File: src/rtl/fetch_sequencer.sv
// Program-counter and fetch sequencer: steps or branches the instruction address each
// RUN cycle, runs the Start/Done handshake and keeps saturating cycle/branch counters.
//
// state | meaning
// IDLE  | after reset, waiting for Start
// ARM   | Start held: PC forced to START_ADDR, counters cleared
// RUN   | one PC update per cycle
// DONE  | halted, PC and counters frozen until the next Start
module fetch_sequencer #(
    parameter int          PC_W       = 10,
    parameter int unsigned START_ADDR = 0,
    parameter int          CNT_W      = 16
) (
    input  logic             Clk,
    input  logic             Reset,
    input  logic             Start,
    input  logic             Halt,
    input  logic             BranchRel,
    input  logic             BranchAbs,
    input  logic             Taken,
    input  logic [PC_W-1:0]  Target,
    output logic [PC_W-1:0]  ProgCounter,
    output logic             Running,
    output logic             Done,
    output logic [CNT_W-1:0] CycleCount,
    output logic [CNT_W-1:0] BranchCount
);

    typedef enum logic [1:0] {IDLE, ARM, RUN, DONE} state_t;

    localparam logic [PC_W-1:0]  PC_START = PC_W'(START_ADDR);
    localparam logic [CNT_W-1:0] CNT_MAX  = '1;

    state_t           state, state_nxt;
    logic [PC_W-1:0]  pc, pc_nxt;
    logic [CNT_W-1:0] cyc, cyc_nxt;
    logic [CNT_W-1:0] brc, brc_nxt;
    logic [CNT_W-1:0] cyc_inc, brc_inc;

    always_ff @(posedge Clk or posedge Reset) begin
        if (Reset) begin
            state <= IDLE;
            pc    <= PC_START;
            cyc   <= '0;
            brc   <= '0;
        end else begin
            state <= state_nxt;
            pc    <= pc_nxt;
            cyc   <= cyc_nxt;
            brc   <= brc_nxt;
        end
    end

    assign cyc_inc = (cyc == CNT_MAX) ? cyc : cyc + CNT_W'(1);
    assign brc_inc = (brc == CNT_MAX) ? brc : brc + CNT_W'(1);

    always_comb begin
        state_nxt = state;
        pc_nxt    = pc;
        cyc_nxt   = cyc;
        brc_nxt   = brc;
        case (state)
            IDLE: begin
                if (Start) state_nxt = ARM;
            end
            ARM: begin
                pc_nxt  = PC_START;
                cyc_nxt = '0;
                brc_nxt = '0;
                if (!Start) state_nxt = RUN;
            end
            RUN: begin
                cyc_nxt = cyc_inc;
                // abort wins over everything; the PC reload is left to ARM
                if (Start) begin
                    state_nxt = ARM;
                end else if (Halt) begin
                    state_nxt = DONE;
                end else if (BranchAbs && Taken) begin
                    pc_nxt  = Target;
                    brc_nxt = brc_inc;
                end else if (BranchRel && Taken) begin
                    pc_nxt  = pc + Target;
                    brc_nxt = brc_inc;
                end else begin
                    pc_nxt = pc + PC_W'(1);
                end
            end
            DONE: begin
                if (Start) state_nxt = ARM;
            end
            default: state_nxt = IDLE;
        endcase
    end

    assign ProgCounter = pc;
    assign Running     = (state == RUN);
    assign Done        = (state == DONE);
    assign CycleCount  = cyc;
    assign BranchCount = brc;

endmodule

File: config.mk
export PLATFORM = sky130hd
export DESIGN_NAME = fetch_sequencer
export DESIGN_NICKNAME = d
export VERILOG_FILES = /design/src/rtl/fetch_sequencer.sv
export SDC_FILE = /design/constraint.sdc
export NUM_CORES = 1
export LEC_CHECK = 0
export CAP_MARGIN = 20
export CORE_UTILIZATION = 40
export DETAILED_ROUTE_END_ITERATION = 12
export PLACE_DENSITY_LB_ADDON = 0.2
export SLEW_MARGIN = 20
export SYNTH_ARGS = -nofsm -noshare
export SYNTH_HDL_FRONTEND = slang
export SYNTH_SLANG_ARGS = --single-unit
export TNS_END_PERCENT = 30
File: constraint.sdc
create_clock -name Clk -period 4.7 [get_ports Clk]
set_input_delay 1.175 -clock Clk [delete_from_list [all_inputs] [get_ports Clk]]
set_output_delay 1.175 -clock Clk [all_outputs]
set_load 0.03 [all_outputs]
* Word-level counts from Yosys, hierarchy flattened *
Cells that the tools add are included.

operators by class
  add/subtract/negate cells = 4
  equality and inequality tests = 12
  mux-type cells = 18
  reductions and logical operators = 9

operator list
  operator                 count
  $mux W16                 6
  $pmux W16 S2             2
  $mux W10                 4
  $add A16 B1 Y16 const B  2
  $eq A16 B16 Y1 const B   2
  $pmux W10 S2             1
  $add A10 B1 Y10 const B  1
  $add A10 B10 Y10         1
  $mux W2                  4
  $ne A2 B2 Y1 const B     4
  $pmux W2 S3              1
  $reduce_and A3 Y1        2
  $eq A2 B2 Y1 const B     2
  $reduce_and A4 Y1        1
  $ne A3 B1 Y1 const B     1
  $ne A3 B3 Y1 const B     1
  $eq A2 B1 Y1 const B     1
  $logic_and A1 B1 Y1      2
  $logic_not A2 Y1         1
  $ne A2 B1 Y1 const B     1
  $reduce_and A2 Y1        1
  $reduce_bool A2 Y1       1
  $reduce_or A2 Y1         1

storage, ports and cells
  bits in registers = 44
  input port bits = 17
  word-level logic and storage cells = 47

* Logic depth before layout (Yosys ltp) *
  word-level depth = 7
  gate-level depth with buffers = 11

* Least setup slack after synthesis *
No wires, ideal clock.

  path kind = input to register
  start = input port Taken
  end = register pc[8], in the netlist ProgCounter[8]
  arrival = 2.903 ns
  data required time = 4.573 ns
  path slack = 1.670 ns
  stages = 9
  path buffers = 1
  path through = clkbuf_1 nand3b_1 ha_1 fa_1 a21oi_1 o21ai_0 o31ai_1 mux2i_1 nand3_1

on the way
  cells in the longest elaborated chain, start to end = 6

RTL lines
  what                  line  text
  from (decl)           20    input logic Taken,
  $logic_and A1 B1 Y1   82    end else if (BranchRel && Taken) begin
  $mux W10              82
  $mux W10 (*)          79    end else if (BranchAbs && Taken) begin
  $mux W10 (*)          77    end else if (Halt) begin
  $mux W10 (*)          75    if (Start) begin
  $pmux W10 S2 (*)      62    case (state)
  to (signal assigned)  48    pc <= pc_nxt;
  to (decl)             35    logic [PC_W-1:0] pc, pc_nxt;

Mark *: on every way between the ends. The rest lies on a longest branch, timed or not. The select of a mux whose other input is x is not followed.
A chain may end at the register's enable or synchronous reset.

* Worst setup path after layout *
Ends and elaborated chain as after synthesis.

==> results.yml <==
placed_design:
  placedInstanceArea_mm2: 0.003525
  gp_congestion: 0.8353
  dp_hpwl_mm: 5.008
  port_buffers: 60
  dp.cells: 458
floorplanning:
  die_area_mm2: 0.007480
  rows: 30
  io_pins: 61
  die_y_um: 86.49
  initial_core_util_pct: 41.79
  fp.dieW_um: 86.49
  placeableCoreArea_mm2: 0.006832
clocking:
  cts_resized: 0
  htree_levels: 2
  postCtsHoldBufs: 0
  cts_tree: "yes"
  clk_latency_ns: 0.30
  cts_buffer_depth: 2
  cts_inserted_buffers: 5
  postCtsSetupRepairBufs: 0
  cts.sinks: 44
  root_buffer: "clkbuf_8"
  cts.clk_slew.worst_paths_ns: 0.09
flow_run:
  max_cap_viol_count: 0
global_route:
  grtUsageTotal_pct: 20.33
  grt_max_degree: 27
  grt_pass1_vias: 2506
  antenna_found_initial: 0
  grt_overflow: 0
  grt_pass1_wl_mm: 11.96
hold_path:
  hold-path-endpoint: "CycleCount[9]$_DFFE_PP0P_"
  hold_depth: 1
  hp-start: "CycleCount[9]$_DFFE_PP0P_"
  hp-class: "reg -> reg"
yosys:
  postSynthCellCount: 313
  synth_edf_count: 0
  syn_area_per_cell_um2: 9.122
  synth_area_mm2: 0.002855
  synth_cell_types: 41
  syn_nets: 346
  synth_ff_type: "dfrtp_1"
  synth_seq_cells: 44
  ys_warn_count: 0
  async_flop_share_pct: 100.0
  ys_seq_area_share_pct: 38.56
timing:
  period_share_pct: 75.70
  tightestPinTransition_ns: 0.7665
  skew_ns: 0.007232
  setup_violations: 0
  final_max_slew_viol_count: 0
  fin_crit_ns: 3.558
  rsz0062_at_grt: "false"
  finalHoldViolCount: 0
  slew_headroom_pct: 48.85
  finalSetupTns_ns: 0
  timing.fmax_ghz: 0.2811
layout:
  syn_to_final_growth_pct: 27.21
  antenna_cells: 0
  final_nets: 402
  drive_gt1_share_pct: 4.865
  instances_no_fill: 466
  final_common_cell: "clkdlybuf4s50_1"
  final_area_mm2: 0.003632
  final_cell_mix: "clkdlybuf4s50_1, dfrtp_1, nand3_1, nand2_1, a21oi_1"
setup_path:
  reg2regPathDepth: 8
  reg2reg_from: "state[0]$_DFFE_PP0P_"
  worstPathMaxFanout: 13
  worstSetupEndpointType: "register"
  cp-start-kind: "input port"
  reg2reg_slack_ns: 1.75
  reg2reg_to: "BranchCount[13]$_DFFE_PP0P_"
  critPathArrivalTime_ns: 3.74
  crit_type: "in -> reg"
  cp.required_ns: 4.88
detailed_routing:
  finalWirelength_mm: 7.049
  vias_per_cell: 5.470
  ant_nets: 0
  post_drt_wl_per_cell_um: 15.13
  firstDrtPassIters: 4
  vias: 2549
  remaining_drc_errors: 0
  drt_iter0_drc: 95
power_and_ir_drop:
  p_sw_uw: 543.7
  power_mw: 1.336
  seqPwrFrac_pct: 35.7
  clockPowerShare_pct: 22.0
  p_leak_nw: 1.619
  cellPowerDensity_mw_per_mm2: 367.7
  peakVddDrop_uv: 293.6
  intPower_uw: 791.9
  share_comb_of_total_power_pct: 42.3
  switching_share_pct: 40.71
outcome:
  outcome: "finished clean"
## synth_stat cells, drive strengths merged (9+ instances only)
master  number  share of area, %
o21ai       19               3.3
a31oi        9               2.0
mux2i       10               3.5
nand2       25               3.3
nand3       30               6.0
xor2        18               5.5
a21oi       20               3.5
dfrtp       44                39
nand4       14               3.1
and3        16               3.5
clkbuf       9               1.2
ha          15               6.6
nor2        19               2.5
## worst max-delay path, cell delays in order
cell	delay, ns
clkdlybuf4s50_1	0.75
nand3b_1	0.14
ha_1	0.24
fa_1	0.42
a21oi_1	0.21
o21ai_0	0.19
o31ai_1	0.29
mux2i_1	0.23
nand3_1	0.08
## kinds of logic (layout without fill, tap and decap cells)
group           count (synthesis)  count (layout)  share of synthesized area, %
buf+inv                        21              78                         3.374
flops                          44              44                         38.56
xor+xnor                       23              23                         7.055
fa+ha+maj                      16              16                         7.274
compound gates                 68              68                         15.12
mux                            10              10                         3.506
simple gates                  131             131                         25.11
## final cells by class
type,instances,area (µm²)
clock buffers,6,72.57
clock inverters,2,35.03
fillers,671,3199
inverters,8,30.03
multi-input cells,248,1658
flip-flops and latches,44,1101
well taps,96,120.1
repair buffers,62,615.6
## power groups by stage
stage                     Sequential, mW  Combinational (mW)  Clock [mW]
final                              0.477               0.565       0.294
after global routing               0.483               0.618       0.321
after CTS                          0.476               0.568       0.301
after detailed placement           0.482               0.567           0
after global placement             0.482               0.559           0
after floorplan                    0.537               0.325           0
## state kept, by name, indices dropped and copies added (netlist names)
name         flops
state            2
BranchCount     16
ProgCounter     10
CycleCount      16
## metrics by stage
stage | setup slack (ns) | hold slack (ns) | util, %
6_report | 1.142 | 0.5207 | 53.17
3_5_place_dp | 0.9220 | 0.5221 | 51.59
3_3_place_gp | 0.9776 | 0.5054 | 51.59
2_1_floorplan | 1.670 | 0.5270 | -
5_1_grt | 0.9842 | 0.5491 | 53.17
4_1_cts | 1.195 | 0.5330 | 53.17
## routing by layer
layer  up-vias  GRT usage, %  wire length, µm  share of wire, %
li1       1260             -                -                 -
met1      1215         26.65             3295                47
met2        64         33.84             3320                47
met3        10         4.286              340               4.8
met4         0         6.061               93               1.3
met5         -             0                0                 0
## worst max-delay path by stage
stage | start | depth (start not counted) | endpoint | slack [ns]
after floorplan | Taken | 9 | ProgCounter[8]$_DFFE_PP0P_ | 1.67
after global placement | Taken | 9 | ProgCounter[8]$_DFFE_PP0P_ | 0.98
after detailed placement | Taken | 9 | ProgCounter[8]$_DFFE_PP0P_ | 0.92
after CTS | Taken | 9 | ProgCounter[8]$_DFFE_PP0P_ | 1.20
after global routing | Taken | 9 | ProgCounter[8]$_DFFE_PP0P_ | 0.98
final | Taken | 9 | ProgCounter[8]$_DFFE_PP0P_ | 1.14
(Power assumes the default switching activity.)
